### config.mk
export PLATFORM = sky130hd
export DESIGN_NAME = weight_buffer
export DESIGN_NICKNAME = d
export VERILOG_FILES = /design/src/rtl/weight_buffer.sv
export SDC_FILE = /design/constraint.sdc
export NUM_CORES = 2
export LEC_CHECK = 0
export ABC_AREA = 1
export BUFFER_PORTS_ARGS = -buffer_cell sky130_fd_sc_hd__buf_2
export CORE_AREA = 4 4 569 571
export DETAILED_ROUTE_END_ITERATION = 10
export DIE_AREA = 0 0 573 575
export PLACE_DENSITY = 0.57
export REMOVE_ABC_BUFFERS = 1
export SYNTH_ARGS = -nofsm -noshare
export SYNTH_HDL_FRONTEND = slang
export SYNTH_SLANG_ARGS = --single-unit
export TNS_END_PERCENT = 1
### constraint.sdc
create_clock -name Clk -period 3.3 [get_ports Clk]
set_input_delay 0.495 -clock Clk [delete_from_list [all_inputs] [get_ports Clk]]
set_output_delay 0.495 -clock Clk [all_outputs]
set_load 0.005 [all_outputs]
### src/rtl/weight_buffer.sv
// ---------------------------------------------------------------------------
// weight_buffer
//
// Burst-oriented weight store for the convolution core. Holds KERNELS kernels
// of PIXELS weights each. A LOAD command fills one kernel from a valid/ready
// write stream, a STREAM command replays one kernel on a valid/ready read
// stream with backpressure, and a QUERY command returns the two configured
// dimensions as a two-beat burst.
//
// Ports
//   Clk       : clock, all state on the rising edge
//   Rst_n     : asynchronous active-low reset
//   CS        : chip select, qualifies start
//   start     : command strobe, sampled only while idle
//   cmd       : 00 nop, 01 LOAD, 10 STREAM, 11 QUERY
//   kernAddr  : target kernel, latched with the command
//   dataIn    : write data            inValid  : write data valid
//   inReady   : write data accepted   dataOut  : registered read/query data
//   outValid  : dataOut valid         outReady : downstream accepts dataOut
//   outLast   : final beat of a burst busy     : command in progress
//   done      : one-cycle completion pulse
//   err       : one-cycle rejection pulse (kernel address out of range)
// ---------------------------------------------------------------------------
module weight_buffer #(
    parameter int DATA_W  = 8,
    parameter int KERNELS = 16,
    parameter int PIXELS  = 25,
    parameter int KADDR_W = $clog2(KERNELS),
    parameter int PADDR_W = $clog2(PIXELS)
) (
    input  logic               Clk,
    input  logic               Rst_n,
    input  logic               CS,
    input  logic               start,
    input  logic [1:0]         cmd,
    input  logic [KADDR_W-1:0] kernAddr,
    input  logic [DATA_W-1:0]  dataIn,
    input  logic               inValid,
    output logic               inReady,
    output logic [DATA_W-1:0]  dataOut,
    output logic               outValid,
    input  logic               outReady,
    output logic               outLast,
    output logic               busy,
    output logic               done,
    output logic               err
);

    localparam logic [1:0] CMD_LOAD   = 2'b01;
    localparam logic [1:0] CMD_STREAM = 2'b10;
    localparam logic [1:0] CMD_QUERY  = 2'b11;
    localparam int         DEPTH      = KERNELS * PIXELS;
    localparam int         MEM_AW     = $clog2(DEPTH);

    typedef enum logic [1:0] {
        S_IDLE,
        S_LOAD,
        S_STREAM,
        S_QUERY
    } state_t;

    state_t              r_state;
    state_t              w_nextState;
    logic [KADDR_W-1:0]  r_kern;
    logic [PADDR_W-1:0]  r_pix;
    logic                r_primed;
    logic                r_allIssued;
    logic                r_done;
    logic                r_err;
    logic [DATA_W-1:0]   r_dataOut;
    logic                r_outValid;
    logic                r_outLast;
    logic [DATA_W-1:0]   r_mem [DEPTH];

    logic                w_startCmd;
    logic                w_badAddr;
    logic                w_reject;
    logic                w_accept;
    logic                w_lastPix;
    logic                w_isRead;
    logic                w_xfer;
    logic                w_issue;
    logic                w_lastIssue;
    logic [MEM_AW-1:0]   w_memAddr;
    logic [DATA_W-1:0]   w_issueData;

    // Command decode. QUERY does not address memory, so only LOAD and STREAM
    // can be rejected for an out-of-range kernel.
    assign w_startCmd = (r_state == S_IDLE) && start && CS && (cmd != 2'b00);
    assign w_badAddr  = ({1'b0, kernAddr} >= (KADDR_W + 1)'(KERNELS));
    assign w_reject   = w_startCmd && (cmd != CMD_QUERY) && w_badAddr;

    assign w_accept   = inValid && inReady;
    assign w_lastPix  = (r_pix == PADDR_W'(PIXELS - 1));
    assign w_isRead   = (r_state == S_STREAM) || (r_state == S_QUERY);
    assign w_xfer     = r_outValid && outReady;

    // The output register refills whenever it is empty or being drained, so
    // a continuously ready consumer sees one beat per cycle. r_primed spends
    // the first cycle of a read command presenting the address.
    assign w_issue     = w_isRead && r_primed && !r_allIssued && (!r_outValid || outReady);
    assign w_lastIssue = (r_state == S_QUERY) ? (r_pix == PADDR_W'(1)) : w_lastPix;
    assign w_memAddr   = MEM_AW'(int'(r_kern) * PIXELS + int'(r_pix));

    always_comb begin
        w_issueData = r_mem[w_memAddr];
        if (r_state == S_QUERY) begin
            w_issueData = (r_pix == '0) ? DATA_W'(KERNELS) : DATA_W'(PIXELS);
        end
    end

    // State register.
    always_ff @(posedge Clk or negedge Rst_n) begin
        if (!Rst_n) begin
            r_state <= S_IDLE;
        end else begin
            r_state <= w_nextState;
        end
    end

    // Next-state logic: every command returns to IDLE once its final word
    // is written or its final beat is taken.
    always_comb begin
        w_nextState = r_state;
        case (r_state)
            S_IDLE: begin
                if (w_startCmd && !w_reject) begin
                    case (cmd)
                        CMD_LOAD:   w_nextState = S_LOAD;
                        CMD_STREAM: w_nextState = S_STREAM;
                        default:    w_nextState = S_QUERY;
                    endcase
                end
            end
            S_LOAD: begin
                if (w_accept && w_lastPix) begin
                    w_nextState = S_IDLE;
                end
            end
            default: begin
                if (w_xfer && r_outLast) begin
                    w_nextState = S_IDLE;
                end
            end
        endcase
    end

    // Datapath: pixel counter, output register and status pulses. The pixel
    // counter holds at the last index; r_allIssued marks that the final beat
    // has already been placed in the output register.
    always_ff @(posedge Clk or negedge Rst_n) begin
        if (!Rst_n) begin
            r_kern      <= '0;
            r_pix       <= '0;
            r_primed    <= 1'b0;
            r_allIssued <= 1'b0;
            r_done      <= 1'b0;
            r_err       <= 1'b0;
            r_dataOut   <= '0;
            r_outValid  <= 1'b0;
            r_outLast   <= 1'b0;
        end else begin
            r_done <= 1'b0;
            r_err  <= w_reject;
            case (r_state)
                S_IDLE: begin
                    if (w_startCmd) begin
                        r_kern      <= kernAddr;
                        r_pix       <= '0;
                        r_primed    <= 1'b0;
                        r_allIssued <= 1'b0;
                    end
                end
                S_LOAD: begin
                    if (w_accept) begin
                        if (w_lastPix) begin
                            r_done <= 1'b1;
                        end else begin
                            r_pix <= r_pix + 1'b1;
                        end
                    end
                end
                default: begin
                    r_primed <= 1'b1;
                    if (w_issue) begin
                        r_dataOut  <= w_issueData;
                        r_outValid <= 1'b1;
                        r_outLast  <= w_lastIssue;
                        if (w_lastIssue) begin
                            r_allIssued <= 1'b1;
                        end else begin
                            r_pix <= r_pix + 1'b1;
                        end
                    end else if (w_xfer) begin
                        r_dataOut  <= '0;
                        r_outValid <= 1'b0;
                        r_outLast  <= 1'b0;
                        if (r_outLast) begin
                            r_done <= 1'b1;
                        end
                    end
                end
            endcase
        end
    end

    // Weight memory has no reset so that stored kernels survive Rst_n.
    always_ff @(posedge Clk) begin
        if (r_state == S_LOAD && inValid) begin
            r_mem[w_memAddr] <= dataIn;
        end
    end

    assign inReady  = (r_state == S_LOAD);
    assign busy     = (r_state != S_IDLE);
    assign done     = r_done;
    assign err      = r_err;
    assign dataOut  = r_dataOut;
    assign outValid = r_outValid;
    assign outLast  = r_outLast;

endmodule

# == Word-level counts from Yosys, hierarchy flattened ==
# Memories as Yosys holds them, arrays and structs flattened.
# Cells that the tools add are included.
# classes
n_addsub,2
n_mul,1
n_div,0
order_cmp,0
n_eq_ne,12
n_shift,0
n_mux,32
bitwise,2
reduce_logical,30
# ops
op,n
$mux 5,5
$mux 8,3
$mux 1,14
$logic_and 1x1->1,10
$pmux 5 s2,1
$reduce_bool 2->1,5
$add 9x5->9,1
$mul 4x5->9 const B,1
$pmux 2 s2,2
$eq 2x2->1 const B,3
$mux 2,3
$pmux 1 s2,3
$reduce_and 2->1,3
$reduce_bool 3->1,2
$add 5x1->5 const B,1
$eq 5x1->1 const B,1
$eq 5x5->1 const B,1
$logic_not 5->1,1
$reduce_and 5->1,1
$eq 2x1->1 const B,2
$mux 4,1
$ne 2x1->1 const B,2
$ne 2x2->1 const B,2
$reduce_and 4->1,1
7 further kinds,10
# totals
regBits,24
latchBits,0
mem_bits_rw,3200
romBits,0
in_bits,20
output_inout_bits,14
wordCells,89
memories,1
# mem_list
name,words,word_bits,rd,rd_ports_with_merged_regs,wr,line,rtl
r_mem,400,8,1,0,1,73,logic [DATA_W-1:0] r_mem [DEPTH];

# == Logic depth before layout (Yosys ltp) ==
# logic_depth
ltp_word,7
depth_mapped,22
depth_no_buf,19

# == Least setup slack after synthesis ==
# No wires, ideal clock.
# synth_path
kind,flip-flop to flip-flop
startpoint,register r_kern[0]
endpoint,memory r_mem[336][0] (enable)
setup_ns,0.370
arrival_ns,3.298
required_ns,2.930
slack_ns,-0.368
path_stages_with_launch,15
path_buffers,1
period_less_slack_ns,3.668
cell_sequence,dfrtp_1 > ha_1 > fa_1 > ha_1 > nand2_1 > inv_1 > a21oi_4 > nor2_1 > o21bai_2 > xnor2_1 > nand2_1 > nor2_4 > nand2_2 > buf_2 > nor2_1
# synth_via
elab_chain_cells,2
# synth_lines
item,line,rtl
from (decl),64,logic [KADDR_W-1:0] r_kern;
from (signal assigned),168,r_kern <= kernAddr;
$mul 4x5->9,103,assign w_memAddr = MEM_AW'(int'(r_kern) * PIXELS + int'(r_pix));
$add 9x5->9,103,
to (decl),73,
# No other way between the ends.

# == Worst setup path in the final report ==
# layout_path
startpoint,register r_kern[1]
endpoint,"register r_dataOut[7], in the netlist dataOut[7]"
# layout_via
elab_chain_cells,5
# layout_lines
item,line,rtl
$mul 4x5->9,103,
$add 9x5->9,103,
$mem_v2 400x8,-,
$mux 8,107,if (r_state == S_QUERY) begin
$mux 8,185,if (w_issue) begin
to (signal assigned),186,r_dataOut <= w_issueData;
to (decl),70,logic [DATA_W-1:0] r_dataOut;
# No other way between the ends.
# A chain may end at the register's enable or synchronous reset.

==> flow_metrics.py <==
metrics = {
    "finish": {
        "seqCellArea_um2": 96690,
        "nFillCells": 26960,
        "postLayoutCoreUtil_pct": 49.76,
        "final_nets": 11180,
        "multi_input_area_um2": 27870,
        "drive_above_1_share_pct": 20.40,
        "synthToLayoutAreaGrowth_pct": 24.44,
        "instances_no_fill": 15580,
    },
    "drt": {
        "drt-vias-per-instance": 5.581,
        "wl_um": 421200,
        "drcViolationCount": 0,
        "vias": 86980,
        "drt-wirelength-per-cell_um": 27.03,
        "first_pass_iters": 8,
        "antenna_left": 0,
        "drt_iter0_markers": 10280,
    },
    "critical_path": {
        "timing.rr.start": "r_kern[1]",
        "start_kind": "flop",
        "cp_max_fo": 25,
        "required_ns": 4.12,
        "critPathCaptureType": "flop",
        "startpoint": "r_kern[1]",
        "cp.arrival_ns": 4.56,
        "critPathKind": "reg2reg",
    },
    "synth": {
        "yosysSeqAreaShare_pct": 76.09,
        "synth_top_cell_by_area": "edfxtp_1",
        "dominantRegCellSynth": "edfxtp_1",
        "avgSynthCellArea_um2": 12.84,
        "synthDominantCellAreaShare_pct": 75.62,
        "ys_seq_elements": 3224,
        "yosys.cell_types.count": 47,
        "synth_cells": 9893,
        "ys_warn_count": 0,
        "synth-edff-count": 3200,
        "netlist_area_um2": 127100,
        "synthArstFlopShare_pct": 0.7444,
        "synthTopCellsByArea": "edfxtp_1 76%, nand2_1 5.3%, nor2_1 5.3%",
    },
    "clock_network": {
        "clkTransAtPathRegs_ns": 0.07,
        "cts.path.max_buffers": 4,
        "cts_max_level": 5,
        "cts_root_buf": "clkbuf_16",
        "cts_num_sinks": 3224,
        "cts_buffers": 334,
        "clk-insertion-delay-late_ns": 0.91,
        "cts_tree": "yes",
    },
    "sta": {
        "fmaxAchievable_mhz": 267.7,
        "worst_pin_slew_ns": 1.078,
        "rsz0062_at_grt": "yes",
        "finalWorstSetupSlack_ns": -0.4360,
        "hold_violations": 0,
        "finalSetupViolations": 3208,
        "final-max-slew-violation-count": 0,
        "whs_ns": 0.06244,
        "timing.final.crit_share_pct": 113.2,
        "fin_skew_ns": 0.06504,
        "min_period_ns": 3.736,
        "relSlewSlack_pct": 28.12,
        "final.setup.tns_ns": -959.33,
    },
    "floorplan": {
        "die_x_um": 573,
        "io_pins": 34,
        "start_util_pct": 39.99,
        "core.rowCount": 207,
        "dieArea_um2": 329500,
        "die_h_um": 575,
        "core_region_area_um2": 317800,
    },
    "run_status": {
        "status": "finished, violations left",
        "violations": "negative setup slack",
    },
    "placed_design": {
        "gp_congestion": 0.8908,
        "io_buffer_count": 32,
        "dp_hpwl_um": 261500,
        "place_inst": 14880,
    },
    "worst_hold_path": {
        "min_from": "dataIn[5]",
        "hp-class": "in2reg",
    },
    "global_route": {
        "antenna_found_initial": 15,
        "grt_use_total_pct": 24.78,
        "grt_max_degree": 134,
        "grt_overflow": 0,
        "grt_pass1_wl_um": 601600,
        "grt_pass1_vias": 84900,
    },
    "flow_run": {
        "drv_cap": 0,
    },
}
==> what timing repair did <==
action	CTS	global route
endpoints found under the setup margin	3208	3208
hold endpoints to repair	88	0
hold buffers	12	0
cloned	22	0
pin swaps	71	20
setup buffers	63	4
gates resized for setup	374	303
==> layout by cell type, fill, tap and decap left out, types with 17 or more instances in the layout <==
cell type  instances
a22oi_1          139
dfrtp_1           23
nor2_4            82
clkbuf_1          61
clkbuf_16        338
buf_16            21
o22ai_1          508
clkinv_1          88
edfxtp_1        3200
bufinv_16         26
o21ai_0          436
buf_4            959
buf_12           268
clkinv_2          51
nand2_4           34
o21bai_1          26
nor2_1          1539
inv_1            418
nand3_1           25
buf_2             24
o31ai_1          349
buf_6            177
nor3_1           358
nand2_2           29
nor2_2           184
nand2_1         1742
nand4_1           78
buf_8             17
a21oi_1           26
==> flip-flops by register name, indices dropped and copies added, names as in the netlist <==
| register | flops |
|---|---|
| dataOut | 8 |
| r_mem | 3200 |
| outLast | 1 |
| r_kern | 4 |
| done | 1 |
| r_pix | 5 |
| outValid | 1 |
| r_primed | 1 |
| r_allIssued | 1 |
| r_state | 2 |
==> path summary, 6_finish.rpt <==
check | end | slack (ns) | cells past startpoint
min in group asynchronous | r_primed | 0.22 | 2
max reg2reg | dataOut[7] | -0.44 | 20
min reg2reg | r_primed | 0.51 | 2
max | dataOut[7] | -0.44 | 20
max in group asynchronous | r_kern[0] | 2.51 | 2
min | r_mem[388][5] | 0.06 | 1
==> cells by family (layout without fill, tap and decap cells) <==
family,Yosys count,in the layout,share of synthesized area [%]
AND/OR/NAND/NOR,4098,4098,12.73
XOR/XNOR,8,8,0.07582
AO/OA/AOI/OAI,1520,1520,7.538
other,1,9,0.002951
buffers and inverters,1020,2523,3.334
flip-flops,3224,3224,76.09
adder cells (fa/ha/maj),22,22,0.2284
==> metrics by stage <==
step	setup WS (ns)	cell area (µm²)
6_report	-0.4360	158100
5_1_grt	-0.5665	158100
4_1_cts	-0.4029	157000
3_5_place_dp	-1.024	143600
3_3_place_gp	-1.114	143600
2_1_floorplan	-31.69	124500
==> Yosys cell counts, types with 3 or more instances <==
| master | count |
|---|---|
| edfxtp_1 | 3200 |
| nand2_1 | 1805 |
| o21bai_1 | 26 |
| nor3_1 | 358 |
| nor2_4 | 4 |
| buf_2 | 277 |
| inv_2 | 3 |
| nand3_1 | 32 |
| buf_1 | 44 |
| nand2_2 | 4 |
| nor2_1 | 1799 |
| clkinv_1 | 4 |
| o21ai_1 | 6 |
| buf_4 | 15 |
| o22ai_1 | 508 |
| and3_1 | 6 |
| a22oi_1 | 142 |
| a21oi_1 | 35 |
| o21ai_0 | 443 |
| inv_1 | 423 |
| ha_1 | 20 |
| clkbuf_1 | 251 |
| dfrtp_1 | 24 |
| o31ai_1 | 354 |
| nand4_1 | 78 |
| xnor2_1 | 4 |
==> worst max-delay path, stage by stage, from the launching register on <==
cell and delay [ns]:
dfrtp_1 0.42, ha_4 0.30, ha_4 0.25, buf_12 0.17
nand2_8 0.13, buf_4 0.15, buf_12 0.20, buf_8 0.24
o22ai_1 0.13, o31ai_2 0.32, nand2_1 0.16, nor2_2 0.24
buf_4 0.15, nor2_1 0.03, nor2_1 0.08, nand2_1 0.17
nand2_4 0.16, nand2_1 0.07, nor2_1 0.10, nand2_1 0.08
nand2_1 0.07
==> routing by layer <==
layer / routed length (µm) / vias up / GRT usage [%]
met5: 80 / - / 0
met4: 17700 / 12 / 9.496
met3: 38630 / 779 / 4.283
met2: 197300 / 4516 / 39.89
met1: 167500 / 43600 / 33.70
li1: - / 38070 / -
==> area by class of cell <==
type                    instances  share of cell area (%)
diodes                          8                 0.01266
clock buffers                 401                   5.511
clock inverters               198                   1.142
inverters                     431                   1.052
multi-input cells            5649                   17.63
flip-flops and latches       3224                   61.15
well taps                    4180                   3.308
repair buffers               1493                   10.19
Power is left out: the tool's default activity adds up to more than one toggle a clock period on the data nets, which glitch-free logic cannot reach.
